$ cat src/rtl/prog_sequencer.sv
// prog_sequencer: run controller between a host req/done four-phase handshake
// and a single-cycle core. On request it picks one of four entry points. It
// holds the core in reset for RST_CYC cycles and then strobes a PC load. It
// lets the core run until halt while counting run cycles, and reports done.
// Optional watchdog: define WATCHDOG_EN to abort runs that reach TMO cycles.
module prog_sequencer #(
  parameter int unsigned    D       = 12,
  parameter int unsigned    CW      = 16,
  parameter int unsigned    RST_CYC = 2,
  parameter logic [D-1:0]   E0      = '0,
  parameter logic [D-1:0]   E1      = '0,
  parameter logic [D-1:0]   E2      = '0,
  parameter logic [D-1:0]   E3      = '0,
  parameter int unsigned    TMO     = 4095
) (
  input  logic          clk,
  input  logic          reset,
  input  logic          req,
  input  logic [1:0]    prog_sel,
  input  logic          core_halt,
  output logic          core_rst,
  output logic          start_en,
  output logic [D-1:0]  start_addr,
  output logic          run,
  output logic          busy,
  output logic          done,
  output logic          timeout,
  output logic [CW-1:0] cycles
);

  localparam int unsigned RCW = (RST_CYC > 1) ? $clog2(RST_CYC) : 1;
  localparam logic [RCW-1:0] RST_LAST = RCW'(RST_CYC - 1);
  localparam logic [CW-1:0]  CYC_MAX  = {CW{1'b1}};

`ifdef WATCHDOG_EN
  localparam bit WD_EN = 1'b1;
`else
  localparam bit WD_EN = 1'b0;
`endif

  typedef enum logic [2:0] {
    S_IDLE  = 3'd0,
    S_RST   = 3'd1,
    S_START = 3'd2,
    S_RUN   = 3'd3,
    S_DONE  = 3'd4
  } state_e;

  state_e          state_q, state_d;
  logic [RCW-1:0]  rst_cnt_q, rst_cnt_d;
  logic [D-1:0]    addr_q, addr_d;
  logic [CW-1:0]   cycles_q, cycles_d;
  logic            timeout_q, timeout_d;
  logic            core_rst_q, core_rst_d;
  logic            start_en_q, start_en_d;
  logic            run_q, run_d;
  logic            busy_q, busy_d;
  logic            done_q, done_d;
  logic [D-1:0]    entry_c;
  logic            wd_hit_c;

  // Entry address selected by the program select input
  always_comb begin
    entry_c = E0;
    case (prog_sel)
      2'd0:    entry_c = E0;
      2'd1:    entry_c = E1;
      2'd2:    entry_c = E2;
      default: entry_c = E3;
    endcase
  end

  // Watchdog limit: the current RUN increment would make cycles reach TMO
  always_comb begin
    wd_hit_c = WD_EN && (32'(cycles_q) == (TMO - 32'd1));
  end

  // Next-state logic and registered-output decode of the state being entered
  always_comb begin
    state_d    = state_q;
    rst_cnt_d  = rst_cnt_q;
    addr_d     = addr_q;
    cycles_d   = cycles_q;
    timeout_d  = timeout_q;
    core_rst_d = 1'b1;
    start_en_d = 1'b0;
    run_d      = 1'b0;
    busy_d     = 1'b0;
    done_d     = 1'b0;

    case (state_q)
      S_IDLE: begin
        if (req) begin
          addr_d    = entry_c;
          timeout_d = 1'b0;
          rst_cnt_d = '0;
          state_d   = S_RST;
        end
      end
      S_RST: begin
        if (rst_cnt_q == RST_LAST) begin
          cycles_d = '0;
          state_d  = S_START;
        end else begin
          rst_cnt_d = rst_cnt_q + RCW'(1);
        end
      end
      S_START: begin
        state_d = S_RUN;
      end
      S_RUN: begin
        if (core_halt) begin
          state_d = S_DONE;
        end else begin
          if (cycles_q != CYC_MAX) begin
            cycles_d = cycles_q + CW'(1);
          end
          if (wd_hit_c) begin
            timeout_d = 1'b1;
            state_d   = S_DONE;
          end
        end
      end
      S_DONE: begin
        if (!req) begin
          state_d = S_IDLE;
        end
      end
      default: begin
        state_d = S_IDLE;
      end
    endcase

    case (state_d)
      S_RST: begin
        busy_d = 1'b1;
      end
      S_START: begin
        core_rst_d = 1'b0;
        start_en_d = 1'b1;
        busy_d     = 1'b1;
      end
      S_RUN: begin
        core_rst_d = 1'b0;
        run_d      = 1'b1;
        busy_d     = 1'b1;
      end
      S_DONE: begin
        done_d = 1'b1;
      end
      default: begin
        core_rst_d = 1'b1;
      end
    endcase
  end

  // State, counters and output registers with synchronous active-low reset
  always_ff @(posedge clk) begin
    if (!reset) begin
      state_q    <= S_IDLE;
      rst_cnt_q  <= '0;
      addr_q     <= '0;
      cycles_q   <= '0;
      timeout_q  <= 1'b0;
      core_rst_q <= 1'b1;
      start_en_q <= 1'b0;
      run_q      <= 1'b0;
      busy_q     <= 1'b0;
      done_q     <= 1'b0;
    end else begin
      state_q    <= state_d;
      rst_cnt_q  <= rst_cnt_d;
      addr_q     <= addr_d;
      cycles_q   <= cycles_d;
      timeout_q  <= timeout_d;
      core_rst_q <= core_rst_d;
      start_en_q <= start_en_d;
      run_q      <= run_d;
      busy_q     <= busy_d;
      done_q     <= done_d;
    end
  end

  assign core_rst   = core_rst_q;
  assign start_en   = start_en_q;
  assign start_addr = addr_q;
  assign run        = run_q;
  assign busy       = busy_q;
  assign done       = done_q;
  assign timeout    = timeout_q;
  assign cycles     = cycles_q;

endmodule

$ cat config.mk
export PLATFORM = sky130hd
export DESIGN_NAME = prog_sequencer
export DESIGN_NICKNAME = d
export VERILOG_FILES = /design/src/rtl/prog_sequencer.sv
export SDC_FILE = /design/constraint.sdc
export NUM_CORES = 1
export LEC_CHECK = 0
export BUFFER_PORTS_ARGS = -buffer_cell sky130_fd_sc_hd__clkbuf_2
export CAP_MARGIN = 25
export CORE_ASPECT_RATIO = 1.2
export CORE_UTILIZATION = 45
export CTS_CLUSTER_SIZE = 28
export DETAILED_ROUTE_END_ITERATION = 8
export GPL_TIMING_DRIVEN = 0
export MAX_ROUTING_LAYER = met4
export PLACE_DENSITY = 0.76
export REMOVE_ABC_BUFFERS = 1
export SLEW_MARGIN = 40
export SYNTH_ARGS = -nofsm -noshare
export SYNTH_HDL_FRONTEND = slang
export SYNTH_SLANG_ARGS = --single-unit
$ cat constraint.sdc
create_clock -name clk -period 2.7 [get_ports clk]
set_input_delay 0.405 -clock clk [delete_from_list [all_inputs] [get_ports clk]]
set_output_delay 0.405 -clock clk [all_outputs]
set_load 0.01 [all_outputs]
==> flow_summary.toml <==
[outcome]
status = "completed"

[setup_path]
crit_type = "reg2reg"
critPathSlowestCell = "or4_1"
reg2reg_slack_ns = 0.55
cp_cell_sequence = "ha_1, nand3_1, or4_1, or4_1, a21oi_1"
rr_startpoint = "cycles[0]"
r2r-end = "cycles[6]"
reg2reg_depth = 5
start_kind = "register"
arrival_ns = 2.42
critPathCapture = "cycles[6]"
worstSetupStartpoint = "cycles[0]"
cp-end-kind = "register"
max_stage_delay_ns = 0.60
crit_required_ns = 2.96
crit_top_cell = "or4_1"
crit_fanout = 9

[clock_tree]
clk_transition_reported_paths_ns = 0.14
root_buffer = "clkbuf_4"
cts_buffers = 3
clockBufferDepth = 2
clk_latency_ns = 0.33
h-tree-depth = 1
clock-sinks = 25
cts_hold_buf = 0
cts_resized = 0
cts_tree = "yes"
post-cts-setup-buffers = 0

[global_routing]
antenna_found_initial = 0
grt-ovfl-total = 0
grt_pass1_vias = 1080
grt_start_max_net_pins = 16
grt_first_pass_wirelength_mm = 4.52
grt_usage = 0.197

[place]
post-place-ws_ns = 0.556
port_buffers = 24
gp_congestion = 0.792
dpl_cell_area_um2 = 1400
hpwl_mm = 2.06

[timing]
hold_viol = 0
slew_headroom = 0.643
min_period_ns = 2.15
max_freq_mhz = 465
worst_slack_ns = 0.547
worstMarginPinSlew_ns = 0.531
tns_ns = 0
setup_viol = 0
finClkSkew_ns = 0.00137
slew_violations = 0
min_period_over_period = 0.797
rsz0062_at_grt = "false"

[logic_synthesis]
yosysWarningCount = 0
syn_area_um2 = 1310
ys_seq_area_frac = 0.384
synthCells = 155
synthFlopType = "dfxtp_1"
async_flop_share = 0
ys_ff_latch = 25
synth_edf_count = 0
synth.distinct_cells = 44
avgSynthCellArea_um2 = 8.42

[route]
vias_per_cell = 5.86
routed_wl_mm = 2.78
drtAntennaViolNets = 0
num_vias = 1231
drc = 0
drtIter0Drc = 20
wl_per_cell_um = 13.2
drt_first_pass_iters = 4

[cells_and_area]
fillers = 288
num-nets-final = 184
regArea_um2 = 500
drive_above_1_share = 0.182
layout_commonest_cell = "dfxtp_1"
design_area_um2 = 1440
area_delta_synth_final_pct = 10.1
multi_input_area_um2 = 721
antenna_cells = 0
layout_common_cells = "25 x dfxtp_1, 24 x clkbuf_2, 13 x conb_1, 11 x a21oi_1"

[worst_hold_path]
worstHoldPathType = "in2reg"
min_from = "reset"

[power_and_ir_drop]
p_leak_nw = 0.565
fin_total_pwr_w = 0.000617
vdd_drop_max_uv = 375
power-per-cell-area_nw_per_um2 = 429

[floorplan]
ios = 40
die_w_um = 51.2
core-area_um2 = 2790
die-area_um2 = 3120
initial_core_util = 0.469
fp.dieH_um = 61.0
fp-row-count = 21

[flow_run]
max_cap_viol_count = 0
==> routing by layer <==
metal,wire [um],track usage,share of wire,up-vias
met5,0,-,0,-
met4,38,0.0675,0.014,0
met3,120,0.0301,0.043,5
met2,1410,0.353,0.51,39
met1,1210,0.220,0.44,588
li1,-,-,-,599
==> critical path: cells and delay by family, from the launching register on <==
kind / cells / cell delay, ns
flip-flops: 1 / 0.44
adder cells (fa/ha/maj): 1 / 0.23
AND/OR/NAND/NOR: 3 / 1.26
AO/OA/AOI/OAI: 1 / 0.15
==> sequential cells by signal, indices dropped and copies added, names as in the netlist <==
signal,count
core_rst,1
start_en,1
rst_cnt_q,1
done,1
state_q,3
run,1
busy,1
cycles,16
==> synth_stat cells, drive strengths merged, types with 4 or more instances <==
cell    count  area share
nand3       4       0.015
inv         6       0.017
dfxtp      25        0.38
o31ai       6       0.035
nand2       9       0.026
nor2        9       0.026
buf        15       0.081
or4         8       0.046
a21oi      11       0.042
nand4       5       0.024
or3         6       0.029
nor3        4       0.015
clkbuf      4       0.012
nor4        7       0.034
==> cell families after synthesis <==
| kind of cell | share of synthesized area |
|---|---|
| buffers and inverters | 0.110 |
| and+or+nand+nor | 0.309 |
| other | 0.00287 |
| AOI/OAI and AO/OA | 0.170 |
| DFF | 0.384 |
| adders and majority gates | 0.00959 |
| muxes | 0.0153 |
==> worst min path at each step <==
stage	to	slack [ns]	cells past startpoint
after floorplan	cycles[15]	0.51	2
after global placement	cycles[7]	0.50	2
after detailed placement	cycles[15]	0.52	2
after CTS	state_q[0]	0.30	3
after global routing	state_q[0]	0.30	3
final	state_q[0]	0.31	3
==> final cells by class <==
type,count,share of cell area
Clock buffer,3,0.0157
Clock inverter,1,0.00523
Inverter,6,0.0157
Multi-Input combinational cell,117,0.502
Sequential cell,25,0.348
Tap cell,34,0.0296
Timing Repair Buffer,24,0.0836
==> report_power, final <==
part	internal, W	total, W	switching [W]	leakage [nW]
clock network	0.0000568	0.000173	0.000117	0.0139
registers	0.000377	0.000386	0.00000891	0.202
logic	0.0000196	0.0000570	0.0000374	0.348
total	0.000454	0.000617	0.000163	0.565
==> stage by stage <==
step	cells	hold slack [ns]	util
3_5_place_dp	206	0.520	0.502
2_1_floorplan	148	0.511	-
3_3_place_gp	206	0.497	0.500
6_report	210	0.314	0.516
5_1_grt	210	0.302	0.516
4_1_cts	210	0.300	0.513
No activity file was read; power rests on OpenSTA's default activity.
